==> src/rtl/async_sram_target.sv <==
// Bridges an asynchronous SRAM-style external master onto a synchronous
// request/ready internal bus. Pad inputs are synchronised before any decision.
`timescale 1ns/1ps

module async_sram_target #(
    parameter int N_SRAM_A  = 18,
    parameter int N_SRAM_DQ = 16
) (
    input  logic                 clk,
    input  logic                 rst_n,
    input  logic [N_SRAM_A-1:0]  padin_sram_a,
    input  logic [N_SRAM_DQ-1:0] padin_sram_dq,
    input  logic                 padin_sram_cs_n,
    input  logic                 padin_sram_oe_n,
    input  logic                 padin_sram_we_n,
    input  logic                 padin_sram_ub_n,
    input  logic                 padin_sram_lb_n,
    output logic [N_SRAM_DQ-1:0] padout_sram_dq,
    output logic [N_SRAM_DQ-1:0] padoe_sram_dq,
    output logic                 mem_req,
    output logic                 mem_write,
    output logic [N_SRAM_A-1:0]  mem_addr,
    output logic [N_SRAM_DQ-1:0] mem_wdata,
    output logic [1:0]           mem_wstrb,
    input  logic                 mem_ready,
    input  logic [N_SRAM_DQ-1:0] mem_rdata,
    input  logic                 err_clr,
    output logic                 err_overrun
);

    localparam int LANE = N_SRAM_DQ / 2;

    typedef enum logic [2:0] {
        IDLE,
        RD_REQ,
        RD_DRIVE,
        RD_DRAIN,
        WR_REQ
    } state_t;

    // Strobe vector order: {cs, oe, we, ub, lb}, all active-low.
    logic [4:0]           strb_m_q, strb_s_q;
    logic [N_SRAM_A-1:0]  addr_m_q, addr_s_q, addr_p_q;
    logic [N_SRAM_DQ-1:0] dq_m_q, dq_s_q, dq_p_q;
    // Previous-cycle synchronised {cs, we, ub, lb}, used for write commit.
    logic [3:0]           strb_p_q;

    state_t               state_q, state_d;
    logic                 mem_req_q, mem_req_d;
    logic                 mem_write_q, mem_write_d;
    logic [N_SRAM_A-1:0]  mem_addr_q, mem_addr_d;
    logic [N_SRAM_DQ-1:0] mem_wdata_q, mem_wdata_d;
    logic [1:0]           mem_wstrb_q, mem_wstrb_d;
    logic [N_SRAM_DQ-1:0] padout_q, padout_d;
    logic [N_SRAM_DQ-1:0] padoe_q, padoe_d;
    logic                 err_q, err_d;

    logic                 cs_s, oe_s, we_s, ub_s, lb_s;
    logic                 cs_p, we_p, ub_p, lb_p;
    logic                 read_cond, wr_commit, overrun;
    logic [1:0]           wr_strb;
    logic [N_SRAM_DQ-1:0] lanes;

    assign {cs_s, oe_s, we_s, ub_s, lb_s} = strb_s_q;
    assign {cs_p, we_p, ub_p, lb_p}       = strb_p_q;

    assign read_cond = !cs_s && !oe_s && we_s;
    assign wr_commit = we_s && !we_p && !cs_p;
    assign wr_strb   = {~ub_p, ~lb_p};
    assign lanes     = {{LANE{~ub_s}}, {LANE{~lb_s}}};

    always_ff @(posedge clk or negedge rst_n) begin
        if (!rst_n) begin
            strb_m_q <= '1;
            strb_s_q <= '1;
            strb_p_q <= '1;
            addr_m_q <= '0;
            addr_s_q <= '0;
            addr_p_q <= '0;
            dq_m_q   <= '0;
            dq_s_q   <= '0;
            dq_p_q   <= '0;
        end else begin
            strb_m_q <= {padin_sram_cs_n, padin_sram_oe_n, padin_sram_we_n,
                         padin_sram_ub_n, padin_sram_lb_n};
            strb_s_q <= strb_m_q;
            strb_p_q <= {cs_s, we_s, ub_s, lb_s};
            addr_m_q <= padin_sram_a;
            addr_s_q <= addr_m_q;
            addr_p_q <= addr_s_q;
            dq_m_q   <= padin_sram_dq;
            dq_s_q   <= dq_m_q;
            dq_p_q   <= dq_s_q;
        end
    end

    always_ff @(posedge clk or negedge rst_n) begin
        if (!rst_n) begin
            state_q     <= IDLE;
            mem_req_q   <= 1'b0;
            mem_write_q <= 1'b0;
            mem_addr_q  <= '0;
            mem_wdata_q <= '0;
            mem_wstrb_q <= '0;
            padout_q    <= '0;
            padoe_q     <= '0;
            err_q       <= 1'b0;
        end else begin
            state_q     <= state_d;
            mem_req_q   <= mem_req_d;
            mem_write_q <= mem_write_d;
            mem_addr_q  <= mem_addr_d;
            mem_wdata_q <= mem_wdata_d;
            mem_wstrb_q <= mem_wstrb_d;
            padout_q    <= padout_d;
            padoe_q     <= padoe_d;
            err_q       <= err_d;
        end
    end

    always_comb begin
        state_d     = state_q;
        mem_req_d   = mem_req_q;
        mem_write_d = mem_write_q;
        mem_addr_d  = mem_addr_q;
        mem_wdata_d = mem_wdata_q;
        mem_wstrb_d = mem_wstrb_q;
        padout_d    = padout_q;
        padoe_d     = '0;
        err_d       = err_q;
        overrun     = 1'b0;

        case (state_q)
            IDLE: begin
                // A commit with no byte lanes enabled is silently dropped.
                if (wr_commit && (wr_strb != 2'b00)) begin
                    state_d     = WR_REQ;
                    mem_req_d   = 1'b1;
                    mem_write_d = 1'b1;
                    mem_addr_d  = addr_p_q;
                    mem_wdata_d = dq_p_q;
                    mem_wstrb_d = wr_strb;
                end else if (read_cond) begin
                    state_d     = RD_REQ;
                    mem_req_d   = 1'b1;
                    mem_write_d = 1'b0;
                    mem_addr_d  = addr_s_q;
                    mem_wstrb_d = '0;
                end
            end
            RD_REQ: begin
                if (mem_ready) begin
                    mem_req_d = 1'b0;
                    if (read_cond) begin
                        state_d  = RD_DRIVE;
                        padout_d = mem_rdata;
                        padoe_d  = lanes;
                    end else begin
                        state_d = IDLE;
                    end
                end else if (cs_s) begin
                    state_d = RD_DRAIN;
                end
            end
            RD_DRIVE: begin
                if (!read_cond) begin
                    state_d = IDLE;
                end else if (addr_s_q != mem_addr_q) begin
                    state_d     = RD_REQ;
                    mem_req_d   = 1'b1;
                    mem_write_d = 1'b0;
                    mem_addr_d  = addr_s_q;
                end else begin
                    padoe_d = lanes;
                end
            end
            RD_DRAIN: begin
                if (mem_ready) begin
                    mem_req_d = 1'b0;
                    state_d   = IDLE;
                end
            end
            WR_REQ: begin
                if (mem_ready) begin
                    mem_req_d = 1'b0;
                    state_d   = IDLE;
                end
            end
            default: begin
                state_d   = IDLE;
                mem_req_d = 1'b0;
            end
        endcase

        if (wr_commit && (state_q != IDLE)) begin
            overrun = 1'b1;
        end
        if (err_clr) begin
            err_d = 1'b0;
        end
        if (overrun) begin
            err_d = 1'b1;
        end
    end

    assign mem_req        = mem_req_q;
    assign mem_write      = mem_write_q;
    assign mem_addr       = mem_addr_q;
    assign mem_wdata      = mem_wdata_q;
    assign mem_wstrb      = mem_wstrb_q;
    assign padout_sram_dq = padout_q;
    assign padoe_sram_dq  = padoe_q;
    assign err_overrun    = err_q;

endmodule

==> config.mk <==
export PLATFORM = sky130hd
export DESIGN_NAME = async_sram_target
export DESIGN_NICKNAME = d
export VERILOG_FILES = /design/src/rtl/async_sram_target.sv
export SDC_FILE = /design/constraint.sdc
export NUM_CORES = 1
export LEC_CHECK = 0
export BUFFER_PORTS_ARGS = -buffer_cell sky130_fd_sc_hd__clkbuf_2
export CORE_MARGIN = 5
export CORE_UTILIZATION = 30
export CTS_BUF_LIST = sky130_fd_sc_hd__clkbuf_4 sky130_fd_sc_hd__clkbuf_8
export CTS_CLUSTER_SIZE = 28
export DETAILED_ROUTE_END_ITERATION = 10
export PLACE_DENSITY = 0.5
export REMOVE_ABC_BUFFERS = 1
export SLEW_MARGIN = 20
export SYNTH_ARGS = -nofsm -noshare
export SYNTH_HDL_FRONTEND = slang
export SYNTH_SLANG_ARGS = --single-unit
==> constraint.sdc <==
create_clock -name clk -period 4.4 [get_ports clk]
set_input_delay 0.66 -clock clk [delete_from_list [all_inputs] [get_ports clk]]
set_output_delay 0.66 -clock clk [all_outputs]
set_load 0.005 [all_outputs]
==> results.sh <==
export IMPL_synth_seq_cells=176
export IMPL_critPathLaunchType="flop"
export IMPL_grt_pass1_wl_um=17000
export IMPL_rsz0062_at_grt="no"
export IMPL_fin_worst_hold_slack_ps=70.0
export IMPL_final_setup_viol_count=0
export IMPL_cts_buffers=17
export IMPL_io_buffers=129
export IMPL_slew_violations=0
export IMPL_drive_gt1_share_pct=53.6
export IMPL_status="finished clean"
export IMPL_layout_nets=524
export IMPL_power_leakage_nw=3.34
export IMPL_io_pin_count=130
export IMPL_skew_ps=15.6
export IMPL_r2r_start="state_q[2]"
export IMPL_cp_data_arrival_time_ps=2900
export IMPL_grt_pass1_vias=3249
export IMPL_drv_cap=0
export IMPL_synthTopCellsByArea="dfrtp_1 69%, mux2_2 11%, dfstp_2 6.2%, xnor2_1 2.7%, mux2_4 2.5%"
export IMPL_critPathMaxFanout=19
export IMPL_dieWidth_um=150
export IMPL_ir_worst_vdd_mv=0.351
export IMPL_tightest_slew_ps=879
export IMPL_rows=51
export IMPL_fin_setup_tns_ps=0
export IMPL_cts_repair_resized=0
export IMPL_synth_distinct_cells=36
export IMPL_path_class="flop to flop"
export IMPL_syn_area_per_cell_um2=17.7
export IMPL_rr_endpoint="mem_addr[2]"
export IMPL_globalRouteTotalUtil_pct=9.79
export IMPL_drc=0
export IMPL_num_fill_cells=1919
export IMPL_clock_latency_ps=440
export IMPL_cts_tree="done"
export IMPL_synthCells=333
export IMPL_first_pass_iters=4
export IMPL_endpoint_kind="flop"
export IMPL_fp_dieArea_um2=22500
export IMPL_power_density_nw_per_um2=496
export IMPL_final_hold_viol_count=0
export IMPL_synth_area_leader_cell="dfrtp_1"
export IMPL_grt_max_degree=108
export IMPL_ctsRootBufferMaster="clkbuf_8"
export IMPL_h_tree_depth=4
export IMPL_grt_ovfl_total=0
export IMPL_initial_core_util_pct=30.4
export IMPL_max_slew_margin_rel_pct=41.4
export IMPL_clock_sinks=176
export IMPL_yosys_area_top_type_share_pct=68.8
export IMPL_clock_fmax_mhz=387
export IMPL_cp_required_ps=4720
export IMPL_core_area_um2=19400
export IMPL_place_hpwl_um=7110
export IMPL_antenna_cells=0
export IMPL_ant_nets=0
export IMPL_place_congestion=0.716
export IMPL_post_drt_wl_per_cell_um=14.2
export IMPL_syn_cell_area_um2=5890
export IMPL_ff2ff_path_depth=4
export IMPL_hold_path_class="primary input to asynchronous set/reset pin"
export IMPL_fin_crit_sh_pct=58.7
export IMPL_clockBufferDepth=2
export IMPL_clk_pin_slew_ps=100
export IMPL_dieHeight_um=150
export IMPL_via_count=2991
export IMPL_seq_area_frac_synth_pct=75.1
export IMPL_vias_per_cell=4.03
export IMPL_yosys_warnings=0
export IMPL_areaGrowthSynthToFinish_pct=21.8
export IMPL_drt_wl_total_um=10500
export IMPL_cts_hold_buffers=0
export IMPL_drt_initial_drc_count=52
export IMPL_r2r_setup_slack_ps=1820
export IMPL_antenna_found_initial=0
export IMPL_cts_setup_buffers=0
export IMPL_period_needed_ps=2580
## worst max-delay path: stages (launching register included)
cell and delay (ps):
dfrtp_1 480, nor3_2 460, nand3_4 350, a22oi_4 770, mux2_2 410
## how the worst max path moves through the flow
| stage | start | end | slack, ps | cells after the start |
|---|---|---|---|---|
| after detailed placement | state_q[2] | mem_addr[1] | 1760 | 4 |
| after global placement | state_q[2] | mem_addr[6] | 1860 | 4 |
| after global routing | state_q[2] | mem_addr[2] | 1620 | 4 |
| after CTS | state_q[2] | mem_addr[5] | 1760 | 4 |
| final | state_q[2] | mem_addr[2] | 1820 | 4 |
| after floorplan | strb_s_q[2] | padout_sram_dq[0] | 2200 | 3 |
## where the power goes
part / internal (mW) / total, mW / switching (mW)
clock network: 0.506 / 1.13 / 0.625
registers: 1.81 / 1.94 / 0.128
logic: 0.284 / 0.482 / 0.198
## layer usage
layer	GRT usage, %	vias up	share of wire [%]
met5	0	-	0
met4	2.61	0	0.70
met3	4.79	4	7.3
met2	14.1	87	46
met1	13.2	1526	46
li1	-	1374	-
## layout make-up
cell class,count,area (µm²),share of cell area [%]
Clock buffer,19,255,3.56
Tap cell,265,332,4.62
Sequential cell,176,4420,61.7
Timing Repair Buffer,133,702,9.79
Clock inverter,13,160,2.23
Inverter,4,15.0,0.209
Multi-Input combinational cell,133,1280,17.9
## layout by cell type, fill, tap and decap left out, drive strengths merged
master / n
a21boi: 1
a21o: 1
a21oi: 4
a22oi: 1
a31oi: 2
a32o: 1
buf: 5
bufinv: 1
clkbuf: 147
clkinv: 2
dfrtp: 162
dfstp: 14
inv: 14
mux2: 68
nand2: 8
nand2b: 1
nand3: 3
nand4: 4
nor2: 3
nor2b: 1
nor3: 6
nor3b: 1
o21ai: 5
o21bai: 1
o22ai: 1
o311ai: 1
or3b: 2
xnor2: 18
## synthesized netlist by cell type
library cell	number
inv_1	3
mux2_2	58
nand4_1	4
o21bai_1	1
buf_4	15
buf_12	1
o22ai_1	1
clkbuf_1	1
a22oi_4	1
or3b_4	1
buf_2	1
xnor2_1	18
nand2_1	8
nand2b_1	1
buf_8	1
a31oi_1	2
nand3_1	2
o311ai_0	1
nand3_4	1
nor2b_1	1
a32o_1	1
nor3b_4	1
nor3_2	2
a21o_1	1
nor2_1	3
nor3_1	3
inv_2	1
nor3_4	1
buf_6	1
dfrtp_1	162
a21oi_1	4
dfstp_2	14
mux2_4	10
or3b_2	1
o21ai_0	5
a21boi_0	1
## sequential cells by signal, indices dropped and copies added, names as in the netlist, 18 cells and up
register	count
addr_m_q	18
addr_p_q	18
mem_addr	18
addr_s_q	18
## stage by stage
step	power (mW)	utilization, %	worst slack [ps]	area [µm²]	std cells
floorplan	2.19	-	2200	5720	313
global placement	2.46	34.7	1860	6730	710
detailed placement	2.48	34.7	1760	6730	710
CTS	3.64	36.8	1760	7140	742
global route	3.77	37.0	1620	7170	743
finish	3.55	37.0	1820	7170	743
## cell families (layout without fill, tap and decap cells)
logic type | count (synthesis) | after routing | share of synthesized area, %
simple gates | 29 | 29 | 3.34
flops | 176 | 176 | 75.1
compound gates | 18 | 18 | 2.15
xor+xnor | 18 | 18 | 2.68
buf+inv | 24 | 169 | 3.10
mux | 68 | 68 | 13.6
Note: power is estimated with default switching activity, not from simulation.
